$ cat src/rtl/sram_bus_arbiter_pkg.sv
// Shared encodings for the SRAM-like bus arbiter: FSM states, owner ids,
// transfer sizes and the master-side request record.
package sram_bus_arbiter_pkg;
  typedef enum logic [1:0] {
    ST_IDLE = 2'd0,
    ST_ADDR = 2'd1,
    ST_DATA = 2'd2
  } state_e;

  typedef enum logic {
    OWN_INST = 1'b0,
    OWN_DATA = 1'b1
  } owner_e;

  localparam logic [1:0] SZ_BYTE = 2'd0;
  localparam logic [1:0] SZ_HALF = 2'd1;
  localparam logic [1:0] SZ_WORD = 2'd2;

  typedef struct packed {
    logic        wr;
    logic [1:0]  size;
    logic [3:0]  wstrb;
    logic [31:0] addr;
    logic [31:0] wdata;
  } mreq_t;
endpackage

$ cat src/rtl/sram_bus_arbiter_if.sv
// Client (fetch/data) and master-port signals of the arbiter in one bundle.
interface sram_bus_arbiter_if;
  logic        inst_req;
  logic [31:0] inst_addr;
  logic        inst_addr_ok;
  logic        inst_data_ok;
  logic [31:0] inst_rdata;

  logic        data_req;
  logic        data_wr;
  logic [1:0]  data_size;
  logic [3:0]  data_wstrb;
  logic [31:0] data_addr;
  logic [31:0] data_wdata;
  logic        data_addr_ok;
  logic        data_data_ok;
  logic [31:0] data_rdata;

  logic        m_req;
  logic        m_wr;
  logic [1:0]  m_size;
  logic [3:0]  m_wstrb;
  logic [31:0] m_addr;
  logic [31:0] m_wdata;
  logic        m_addr_ok;
  logic        m_data_ok;
  logic [31:0] m_rdata;

  // Arbiter view
  modport master (
    input  inst_req, inst_addr,
    input  data_req, data_wr, data_size, data_wstrb, data_addr, data_wdata,
    input  m_addr_ok, m_data_ok, m_rdata,
    output inst_addr_ok, inst_data_ok, inst_rdata,
    output data_addr_ok, data_data_ok, data_rdata,
    output m_req, m_wr, m_size, m_wstrb, m_addr, m_wdata
  );

  // Environment view (clients + SRAM slave)
  modport slave (
    output inst_req, inst_addr,
    output data_req, data_wr, data_size, data_wstrb, data_addr, data_wdata,
    output m_addr_ok, m_data_ok, m_rdata,
    input  inst_addr_ok, inst_data_ok, inst_rdata,
    input  data_addr_ok, data_data_ok, data_rdata,
    input  m_req, m_wr, m_size, m_wstrb, m_addr, m_wdata
  );
endinterface

$ cat src/rtl/sram_bus_arbiter_prio_pick.sv
// Combinational grant decision between fetch and data clients.
module arb_prio_pick
  import sram_bus_arbiter_pkg::*;
#(
  parameter bit DATA_PRIO = 1'b1
) (
  input  logic   inst_req,
  input  logic   data_req,
  input  logic   streak_full,
  output logic   grant,
  output owner_e owner
);
  always_comb begin
    grant = inst_req | data_req;
    owner = OWN_INST;
    if (inst_req && data_req) begin
      // A full data streak forces the fetch through regardless of priority.
      if (!streak_full && DATA_PRIO) owner = OWN_DATA;
    end else if (data_req) begin
      owner = OWN_DATA;
    end
  end
endmodule

$ cat src/rtl/sram_bus_arbiter.sv
// Shares one SRAM-like master port between fetch and data clients,
// one outstanding transaction at a time, with bounded data streaks.
module sram_bus_arbiter
  import sram_bus_arbiter_pkg::*;
#(
  parameter bit          DATA_PRIO  = 1'b1,
  parameter int unsigned MAX_STREAK = 4
) (
  input  logic                 clk,
  input  logic                 rst_n,
  sram_bus_arbiter_if.master   bus,
  output logic                 busy
);
  localparam logic [3:0] STREAK_MAX = 4'(MAX_STREAK);

  state_e     state_q, state_d;
  owner_e     owner_q, owner_d;
  logic [3:0] streak_q, streak_d;

  logic   grant;
  owner_e pick;
  mreq_t  inst_f, data_f, sel_f;

  arb_prio_pick #(.DATA_PRIO(DATA_PRIO)) u_pick (
    .inst_req    (bus.inst_req),
    .data_req    (bus.data_req),
    .streak_full (streak_q == STREAK_MAX),
    .grant       (grant),
    .owner       (pick)
  );

  always_comb begin
    inst_f = '{wr: 1'b0, size: SZ_WORD, wstrb: 4'h0, addr: bus.inst_addr, wdata: 32'h0};
    data_f = '{wr: bus.data_wr, size: bus.data_size, wstrb: bus.data_wstrb,
               addr: bus.data_addr, wdata: bus.data_wdata};
    sel_f  = (owner_q == OWN_DATA) ? data_f : inst_f;
  end

  always_ff @(posedge clk or negedge rst_n) begin
    if (!rst_n) begin
      state_q  <= ST_IDLE;
      owner_q  <= OWN_INST;
      streak_q <= 4'd0;
    end else begin
      state_q  <= state_d;
      owner_q  <= owner_d;
      streak_q <= streak_d;
    end
  end

  always_comb begin
    state_d  = state_q;
    owner_d  = owner_q;
    streak_d = streak_q;

    bus.m_req   = 1'b0;
    bus.m_wr    = 1'b0;
    bus.m_size  = 2'd0;
    bus.m_wstrb = 4'h0;
    bus.m_addr  = 32'h0;
    bus.m_wdata = 32'h0;

    bus.inst_addr_ok = 1'b0;
    bus.inst_data_ok = 1'b0;
    bus.inst_rdata   = 32'h0;
    bus.data_addr_ok = 1'b0;
    bus.data_data_ok = 1'b0;
    bus.data_rdata   = 32'h0;

    unique case (state_q)
      ST_IDLE: begin
        if (grant) begin
          owner_d = pick;
          state_d = ST_ADDR;
          // Only data grants that leave a fetch waiting extend the streak.
          if (pick == OWN_DATA && bus.inst_req)
            streak_d = (streak_q >= STREAK_MAX) ? STREAK_MAX : streak_q + 4'd1;
          else
            streak_d = 4'd0;
        end
      end
      ST_ADDR: begin
        bus.m_req   = 1'b1;
        bus.m_wr    = sel_f.wr;
        bus.m_size  = sel_f.size;
        bus.m_wstrb = sel_f.wstrb;
        bus.m_addr  = sel_f.addr;
        bus.m_wdata = sel_f.wdata;
        if (bus.m_addr_ok) begin
          bus.inst_addr_ok = (owner_q == OWN_INST);
          bus.data_addr_ok = (owner_q == OWN_DATA);
          state_d          = ST_DATA;
        end
      end
      ST_DATA: begin
        if (bus.m_data_ok) begin
          if (owner_q == OWN_DATA) begin
            bus.data_data_ok = 1'b1;
            bus.data_rdata   = bus.m_rdata;
          end else begin
            bus.inst_data_ok = 1'b1;
            bus.inst_rdata   = bus.m_rdata;
          end
          state_d = ST_IDLE;
        end
      end
      default: state_d = ST_IDLE;
    endcase
  end

  assign busy = (state_q != ST_IDLE);
endmodule

$ cat src/flat_wrapper.sv
// flat-port wrapper written by rule: the top's interface ports become plain ports
module sram_bus_arbiter_flat import sram_bus_arbiter_pkg::*;
#(
  parameter bit          DATA_PRIO  = 1'b1,
  parameter int unsigned MAX_STREAK = 4
)
  (clk, rst_n, busy, bus_inst_req, bus_inst_addr, bus_data_req, bus_data_wr, bus_data_size, bus_data_wstrb, bus_data_addr, bus_data_wdata, bus_m_addr_ok, bus_m_data_ok, bus_m_rdata, bus_inst_addr_ok, bus_inst_data_ok, bus_inst_rdata, bus_data_addr_ok, bus_data_data_ok, bus_data_rdata, bus_m_req, bus_m_wr, bus_m_size, bus_m_wstrb, bus_m_addr, bus_m_wdata);
  sram_bus_arbiter_if bus_i ();
  input  logic clk;
  input  logic rst_n;
  output logic busy;
  input wire logic [$bits(bus_i.inst_req)-1:0] bus_inst_req;
  input wire logic [$bits(bus_i.inst_addr)-1:0] bus_inst_addr;
  input wire logic [$bits(bus_i.data_req)-1:0] bus_data_req;
  input wire logic [$bits(bus_i.data_wr)-1:0] bus_data_wr;
  input wire logic [$bits(bus_i.data_size)-1:0] bus_data_size;
  input wire logic [$bits(bus_i.data_wstrb)-1:0] bus_data_wstrb;
  input wire logic [$bits(bus_i.data_addr)-1:0] bus_data_addr;
  input wire logic [$bits(bus_i.data_wdata)-1:0] bus_data_wdata;
  input wire logic [$bits(bus_i.m_addr_ok)-1:0] bus_m_addr_ok;
  input wire logic [$bits(bus_i.m_data_ok)-1:0] bus_m_data_ok;
  input wire logic [$bits(bus_i.m_rdata)-1:0] bus_m_rdata;
  output wire logic [$bits(bus_i.inst_addr_ok)-1:0] bus_inst_addr_ok;
  output wire logic [$bits(bus_i.inst_data_ok)-1:0] bus_inst_data_ok;
  output wire logic [$bits(bus_i.inst_rdata)-1:0] bus_inst_rdata;
  output wire logic [$bits(bus_i.data_addr_ok)-1:0] bus_data_addr_ok;
  output wire logic [$bits(bus_i.data_data_ok)-1:0] bus_data_data_ok;
  output wire logic [$bits(bus_i.data_rdata)-1:0] bus_data_rdata;
  output wire logic [$bits(bus_i.m_req)-1:0] bus_m_req;
  output wire logic [$bits(bus_i.m_wr)-1:0] bus_m_wr;
  output wire logic [$bits(bus_i.m_size)-1:0] bus_m_size;
  output wire logic [$bits(bus_i.m_wstrb)-1:0] bus_m_wstrb;
  output wire logic [$bits(bus_i.m_addr)-1:0] bus_m_addr;
  output wire logic [$bits(bus_i.m_wdata)-1:0] bus_m_wdata;
  assign bus_i.inst_req = bus_inst_req;
  assign bus_i.inst_addr = bus_inst_addr;
  assign bus_i.data_req = bus_data_req;
  assign bus_i.data_wr = bus_data_wr;
  assign bus_i.data_size = bus_data_size;
  assign bus_i.data_wstrb = bus_data_wstrb;
  assign bus_i.data_addr = bus_data_addr;
  assign bus_i.data_wdata = bus_data_wdata;
  assign bus_i.m_addr_ok = bus_m_addr_ok;
  assign bus_i.m_data_ok = bus_m_data_ok;
  assign bus_i.m_rdata = bus_m_rdata;
  assign bus_inst_addr_ok = bus_i.inst_addr_ok;
  assign bus_inst_data_ok = bus_i.inst_data_ok;
  assign bus_inst_rdata = bus_i.inst_rdata;
  assign bus_data_addr_ok = bus_i.data_addr_ok;
  assign bus_data_data_ok = bus_i.data_data_ok;
  assign bus_data_rdata = bus_i.data_rdata;
  assign bus_m_req = bus_i.m_req;
  assign bus_m_wr = bus_i.m_wr;
  assign bus_m_size = bus_i.m_size;
  assign bus_m_wstrb = bus_i.m_wstrb;
  assign bus_m_addr = bus_i.m_addr;
  assign bus_m_wdata = bus_i.m_wdata;
  sram_bus_arbiter #(.DATA_PRIO(DATA_PRIO), .MAX_STREAK(MAX_STREAK)) u_core (.clk(clk), .rst_n(rst_n), .bus(bus_i), .busy(busy));
endmodule
$ cat config.mk
export PLATFORM = sky130hd
export DESIGN_NAME = sram_bus_arbiter_flat
export DESIGN_NICKNAME = d
export VERILOG_FILES = /design/src/rtl/sram_bus_arbiter_pkg.sv /design/src/rtl/sram_bus_arbiter_if.sv /design/src/rtl/sram_bus_arbiter_prio_pick.sv /design/src/rtl/sram_bus_arbiter.sv /design/src/flat_wrapper.sv
export SDC_FILE = /design/constraint.sdc
export NUM_CORES = 1
export LEC_CHECK = 0
export ABC_AREA = 1
export BUFFER_PORTS_ARGS = -buffer_cell sky130_fd_sc_hd__clkbuf_2
export CAP_MARGIN = 20
export CORE_AREA = 2 2 108 110
export DETAILED_ROUTE_END_ITERATION = 7
export DIE_AREA = 0 0 110 112
export PLACE_DENSITY_LB_ADDON = 0.3
export REMOVE_ABC_BUFFERS = 1
export SLEW_MARGIN = 10
export SYNTH_ARGS = -nofsm -noshare
export SYNTH_HDL_FRONTEND = slang
export SYNTH_HIERARCHICAL = 1
export SYNTH_SLANG_ARGS = --single-unit
$ cat constraint.sdc
create_clock -name clk -period 1.8 [get_ports clk]
set_clock_uncertainty 0.05 [all_clocks]
set_input_delay 0 -clock clk [delete_from_list [all_inputs] [get_ports clk]]
set_output_delay 0 -clock clk [all_outputs]
set_load 0.02 [all_outputs]
==> metrics.txt, run 1 <==
CTS tree built; Post-DP HPWL 7440 um; Synth Flop Type dfrtp_1; Least-Margin Pin Slew 0.418 ns; Routed WL 8970 um; Seq cells post-synth 7; Seq/Total Area, Yosys 9.91%; max-slew violation count 0; diode count 0; I/O Buffers 281; Final #Nets 768; Logic pwr share 83.9%; core area 11200 um^2; post-synthesis async set-or-reset flop share 100%; synthesized area 1770 um^2; top-count cell post-synth nand2_1; Final Setup Violations 0; Routability Congestion 0.809; critical path arrival 1.65 ns; Max clock buf depth 2; share of the synthesized area in the top cell type 25.1%; # IOs 282; Seq pwr share 6.6%; relative slew slack 72.1%; Critical Path RT 1.75 ns; antenna violations before repair 0; Net Sw Power 0.00250 W; Via density 3.92; CTS buffer count 3; fin cells 767; All-Layer GR Usage 12.4%; Clk network pwr share 9.5%; crit share post-route 94.2%; EDFF count, synth 0; top area cells in the synthesized netlist nand2_1, nor2_1, a21oi_2, dfrtp_1, inv_1; Die ar. 12300 um^2; Pre-antenna DRT Iters 4; CTS H-tree lvls 1; Period minus WS final 1.70 ns; P_int 0.00154 W; Post-synth top cells nand2_1, nor2_1, inv_1, a21oi_2, a21oi_1; Pwr Total 0.00403 W; Mapped Cells 353; Synth area leader nand2_1; largest fanout on the critical path 33; Sw Share 61.9%; Die H 112 um; Placed Instances 760; clock root cell clkbuf_16; vias in the first global route 2424; yosys warns 6; clock transition at the registers of the reported paths 0.04 ns; leak pwr 2.20 nW; Starting Density 15.8%; startpoint types flip-flop; max_cap viols 0; WL/cell 11.7 um; layout cell share with drive strength beyond 1 51.4%; RSZ-0062 raised after global routing yes; chip width 110 um; fillers 1318; std cell rows 39; Layout Utilization 29.9%; timing-limited maximum frequency 590 MHz; GRT overflow 0; first-pass GRT wire length 12100 um; Syn Area/Cell 5.01 um^2; # DRC 0; count of cell types in the netlist 19; WS Path Type flip-flop to output pin; Cell Pwr Density 1210 nW/um^2; pin count of the biggest net entering global routing 47; maximum VDD drop 0.000473 V; Fin. Hold Viols 0; Detailed Route Iter0 Violations 136; via count 3007; status completed; postcts setup bufs 0; hold crit path type input port to flip-flop; CP Capture Type output pin; clk_lat worst skew 0.23 ns; Area growth syn-to-layout 89.0%; # clock sinks 7; TNS Setup 0 ns; antenna-violating nets left 0
-- registers in the layout (all words and copies together) (netlist names) --
register	count
u_core/streak_q	4
u_core/state_q	2
u_core/owner_q	1
-- cell usage in the layout (no fill, tap or decap), types with 2 or more instances in the layout --
master	netlist	layout
nand2_1	118	118
nor2_2	2	2
dlygate4sd3_1	0	2
nand3_4	2	3
nor3_1	2	2
nor2_1	109	109
buf_4	3	6
dfrtp_1	7	6
clkbuf_16	0	3
a21oi_1	13	13
ha_1	2	2
a21oi_2	20	20
o21ai_0	2	2
clkbuf_2	0	281
inv_1	45	45
inv_2	2	2
-- worst max-delay path: stages (launching register included) --
cell and delay (ns):
dfrtp_1 0.35, inv_1 0.09, nand2_1 0.09, inv_2 0.16, nand3_4 0.31, nor2_1 0.21
clkbuf_2 0.19
-- power by group through the flow --
stage / registers, W / logic (W) / clock network, W
2_1_floorplan: 0.000384 / 0.00197 / 0
3_3_place_gp: 0.000260 / 0.00339 / 0
3_5_place_dp: 0.000261 / 0.00339 / 0
4_1_cts: 0.000259 / 0.00341 / 0.000386
5_1_grt: 0.000277 / 0.00374 / 0.000402
6_report: 0.000267 / 0.00338 / 0.000381
-- cell type report --
cell class / count / area (um^2) / area share (%)
inverters: 48 / 185 / 5.54
repair buffers: 291 / 1500 / 45.0
well taps: 143 / 179 / 5.35
flip-flops and latches: 7 / 176 / 5.28
clock buffers: 4 / 78.8 / 2.36
multi-input cells: 274 / 1220 / 36.5
-- final timing paths --
kind                                     from  slack, ns            endpoint  cells after the start
max in group asynchronous               rst_n       1.41      u_core/owner_q                      2
min reg2reg                u_core/streak_q[2]       0.46  u_core/streak_q[2]                      2
max                         u_core/state_q[0]       0.10   bus_data_rdata[1]                      6
min                              bus_data_req       0.06      u_core/owner_q                      5
max reg2reg                u_core/streak_q[0]       0.45  u_core/streak_q[0]                      9
min in group asynchronous               rst_n       0.10  u_core/streak_q[3]                      2
-- logic make-up (layout without fill, tap and decap cells) --
kind of cell	after synthesis	count (layout)	share of synthesized area, %
buffers and inverters	73	343	22.1
AO/OA/AOI/OAI	36	36	14.5
flip-flops	7	7	9.91
adder cells (fa/ha/maj)	2	2	1.42
AND/OR/NAND/NOR	235	236	52.1
-- timing repair --
action,in CTS,in global routing
resized for setup,0,3
setup endpoints to repair,0,30
hold buffers,2,0
endpoints found under the hold margin,8,0
-- metrics by stage --
stage,area [um^2],hold slack (ns),setup WS [ns]
2_1_floorplan,1560,-0.346,-0.600
3_3_place_gp,3220,-0.198,0.268
3_5_place_dp,3220,-0.196,0.296
4_1_cts,3320,0.0236,0.0428
5_1_grt,3340,0.108,-0.0538
6_report,3340,0.0605,0.105
-- metal layers --
| metal | vias to the layer above | part of all wire, % | routed length (um) | track usage [%] |
|---|---|---|---|---|
| li1 | 1577 | - | - | - |
| met4 | 0 | 0.93 | 83 | 2.11 |
| met3 | 6 | 10 | 909 | 2.22 |
| met2 | 177 | 52 | 4690 | 24.6 |
| met1 | 1247 | 37 | 3280 | 13.5 |
| met5 | - | 0 | 0 | 0 |
Power figures use the tool's default switching activity.
==> run 2: changes to the inputs <==
--- a/config.mk
+++ b/config.mk
@@ -6,7 +6,7 @@
 export NUM_CORES = 1
 export LEC_CHECK = 0
 export ABC_AREA = 1
-export BUFFER_PORTS_ARGS = -buffer_cell sky130_fd_sc_hd__clkbuf_2
+export BUFFER_PORTS_ARGS = -buffer_cell sky130_fd_sc_hd__buf_4
 export CAP_MARGIN = 20
 export CORE_AREA = 2 2 108 110
 export DETAILED_ROUTE_END_ITERATION = 7
==> metrics.txt, run 2 (same netlist as run 1, synthesis figures left out) <==
relative slew slack 71.8% (was 72.1%); max reg flops 4 (unchanged); clock root cell clkbuf_16 (unchanged); pin count of the biggest net entering global routing 62 (was 47); critical path arrival 1.62 ns (was 1.65 ns); Routed WL 9510 um (was 8970 um); Post-Place Setup Slack 0.336 ns (was 0.296 ns); clk_lat worst skew 0.23 ns (about the same); max-slew violation count 0 (unchanged); most common cell after layout, fill and taps aside buf_4 (was clkbuf_2); first-pass GRT wire length 13400 um (was 12100 um); Cell Pwr Density 1110 nW/um^2 (was 1210 nW/um^2); Final #Nets 768 (unchanged); hold crit path type input port to flip-flop (unchanged); Fin. Hold Viols 0 (unchanged); core area 11200 um^2 (unchanged); Regs by FF count u_core/streak_q x4, u_core/state_q x2, u_core/owner_q x1 (unchanged); fillers 1189 (was 1318); max incr delay on CP 0.35 ns (about the same); Worst path slowest cell dfrtp_1 (unchanged); Pre-antenna DRT Iters 4 (unchanged); multi-input logic area 1220 um^2 (unchanged); WL/cell 12.4 um (was 11.7 um); Post-DP HPWL 7850 um (was 7440 um); layout cell share with drive strength beyond 1 51.3% (was 51.4%); max_cap viols 0 (unchanged); std cell rows 39 (unchanged); Fin Hold WS 0.0641 ns (was 0.0605 ns); # clock sinks 7 (unchanged); Max clock buf depth 2 (unchanged); TNS Setup 0 ns (unchanged); Clk network pwr share 8.3% (was 9.5%); leak pwr 2.41 nW (was 2.20 nW); Area growth syn-to-layout 129% (was 89.0%); Starting Density 15.8% (unchanged); CTS tree built (unchanged); chip width 110 um (unchanged); Least-Margin Pin Slew 0.422 ns (was 0.418 ns); Period minus WS final 1.67 ns (was 1.70 ns); Seq pwr share 6.0% (was 6.6%); Final Setup Violations 0 (unchanged); Die ar. 12300 um^2 (unchanged); via count 3088 (was 3007); CTS H-tree lvls 1 (unchanged); Sw Share 56.3% (was 61.9%); I/O Buffers 281 (unchanged); RSZ-0062 raised after global routing yes (unchanged); Die H 112 um (unchanged); antenna-violating nets left 0 (unchanged); timing-limited maximum frequency 597 MHz (was 590 MHz); r2r setup slk 0.45 ns (about the same); Detailed Route Iter0 Violations 207 (was 136); vias in the first global route 2881 (was 2424); WS Path Type flip-flop to output pin (unchanged); All-Layer GR Usage 13.6% (was 12.4%); startpoint types flip-flop (unchanged); Routability Congestion 0.808 (was 0.809); Most flops, register u_core/streak_q (unchanged); # DRC 0 (unchanged); Net Sw Power 0.00253 W (was 0.00250 W); worst path cell trace inv_1 > nand2_1 > inv_2 > nand3_4 > nor2_1 > buf_4 (was inv_1 > nand2_1 > inv_2 > nand3_4 > nor2_1 > clkbuf_2); CTS buffer count 3 (unchanged); GRT overflow 0 (unchanged); maximum VDD drop 0.000701 V (was 0.000473 V); antenna violations before repair 0 (unchanged); Critical Path RT 1.75 ns (about the same); diode count 0 (unchanged); P_int 0.00196 W (was 0.00154 W); # IOs 282 (unchanged); Logic pwr share 85.7% (was 83.9%); status completed (unchanged); Via density 4.03 (was 3.92); largest fanout on the critical path 33 (unchanged); crit share post-route 93.0% (was 94.2%); CP Capture Type output pin (unchanged); worst setup margin 0.126 ns (was 0.105 ns); clock transition at the registers of the reported paths 0.03 ns (was 0.04 ns); commonest cells after routing, fill and taps aside buf_4, nand2_1, nor2_1 (was clkbuf_2, nand2_1, nor2_1); Reg area 176 um^2 (unchanged)
run 2: area by class of cell:
type                       instances  share of cell area (%)
timing repair buffer             291                    54.7
inverter                          48                    4.51
tap                              143                    4.41
multi-input combinational        274                    30.1
sequential                         7                    4.35
clock buffer                       4                    1.94
run 2: final timing paths:
path                                    start            endpoint  depth (start not counted)
min in group asynchronous               rst_n  u_core/streak_q[3]                          2
min                              bus_inst_req      u_core/owner_q                          4
min reg2reg                u_core/streak_q[2]  u_core/streak_q[2]                          2
max reg2reg                u_core/streak_q[0]  u_core/streak_q[0]                          9
max in group asynchronous               rst_n      u_core/owner_q                          2
max                         u_core/state_q[0]  bus_data_rdata[23]                          6
run 2: what timing repair did:
| item | 4_1_cts | 5_1_grt |
|---|---|---|
| resized for setup | 0 | 1 |
| hold endpoints to repair | 9 | 0 |
| buffers inserted | 0 | 0 |
| hold buffers | 3 | 0 |
| setup endpoints to repair | 0 | 5 |
run 2: layer usage:
metal,track usage (%),wire length [um]
met1,13.6,3370
met2,28.2,5140
met3,2.93,969
met4,1.43,27
met5,0,0
run 2: critical path: cells and delay by family (launching register included):
kind / cells / cell delay (ns)
buffers and inverters: 3 / 0.42
AND/OR/NAND/NOR: 3 / 0.62
flip-flops: 1 / 0.35
run 2: power groups by stage:
| stage | clock network, W | registers (W) | logic (W) |
|---|---|---|---|
| floorplan | 0 | 0.000384 | 0.00197 |
| global placement | 0 | 0.000263 | 0.00381 |
| detailed placement | 0 | 0.000269 | 0.00386 |
| CTS | 0.000383 | 0.000268 | 0.00388 |
| global route | 0.000392 | 0.000275 | 0.00419 |
| finish | 0.000373 | 0.000269 | 0.00384 |
run 2: per-stage QoR:
stage	cell area [um^2]	std cells	power, W	utilization (%)
floorplan	1560	328	0.00236	-
global placement	3930	759	0.00407	35.1
detailed placement	3930	759	0.00413	35.1
CTS	4040	766	0.00453	36.1
global route	4050	767	0.00485	36.3
finish	4050	767	0.00449	36.3
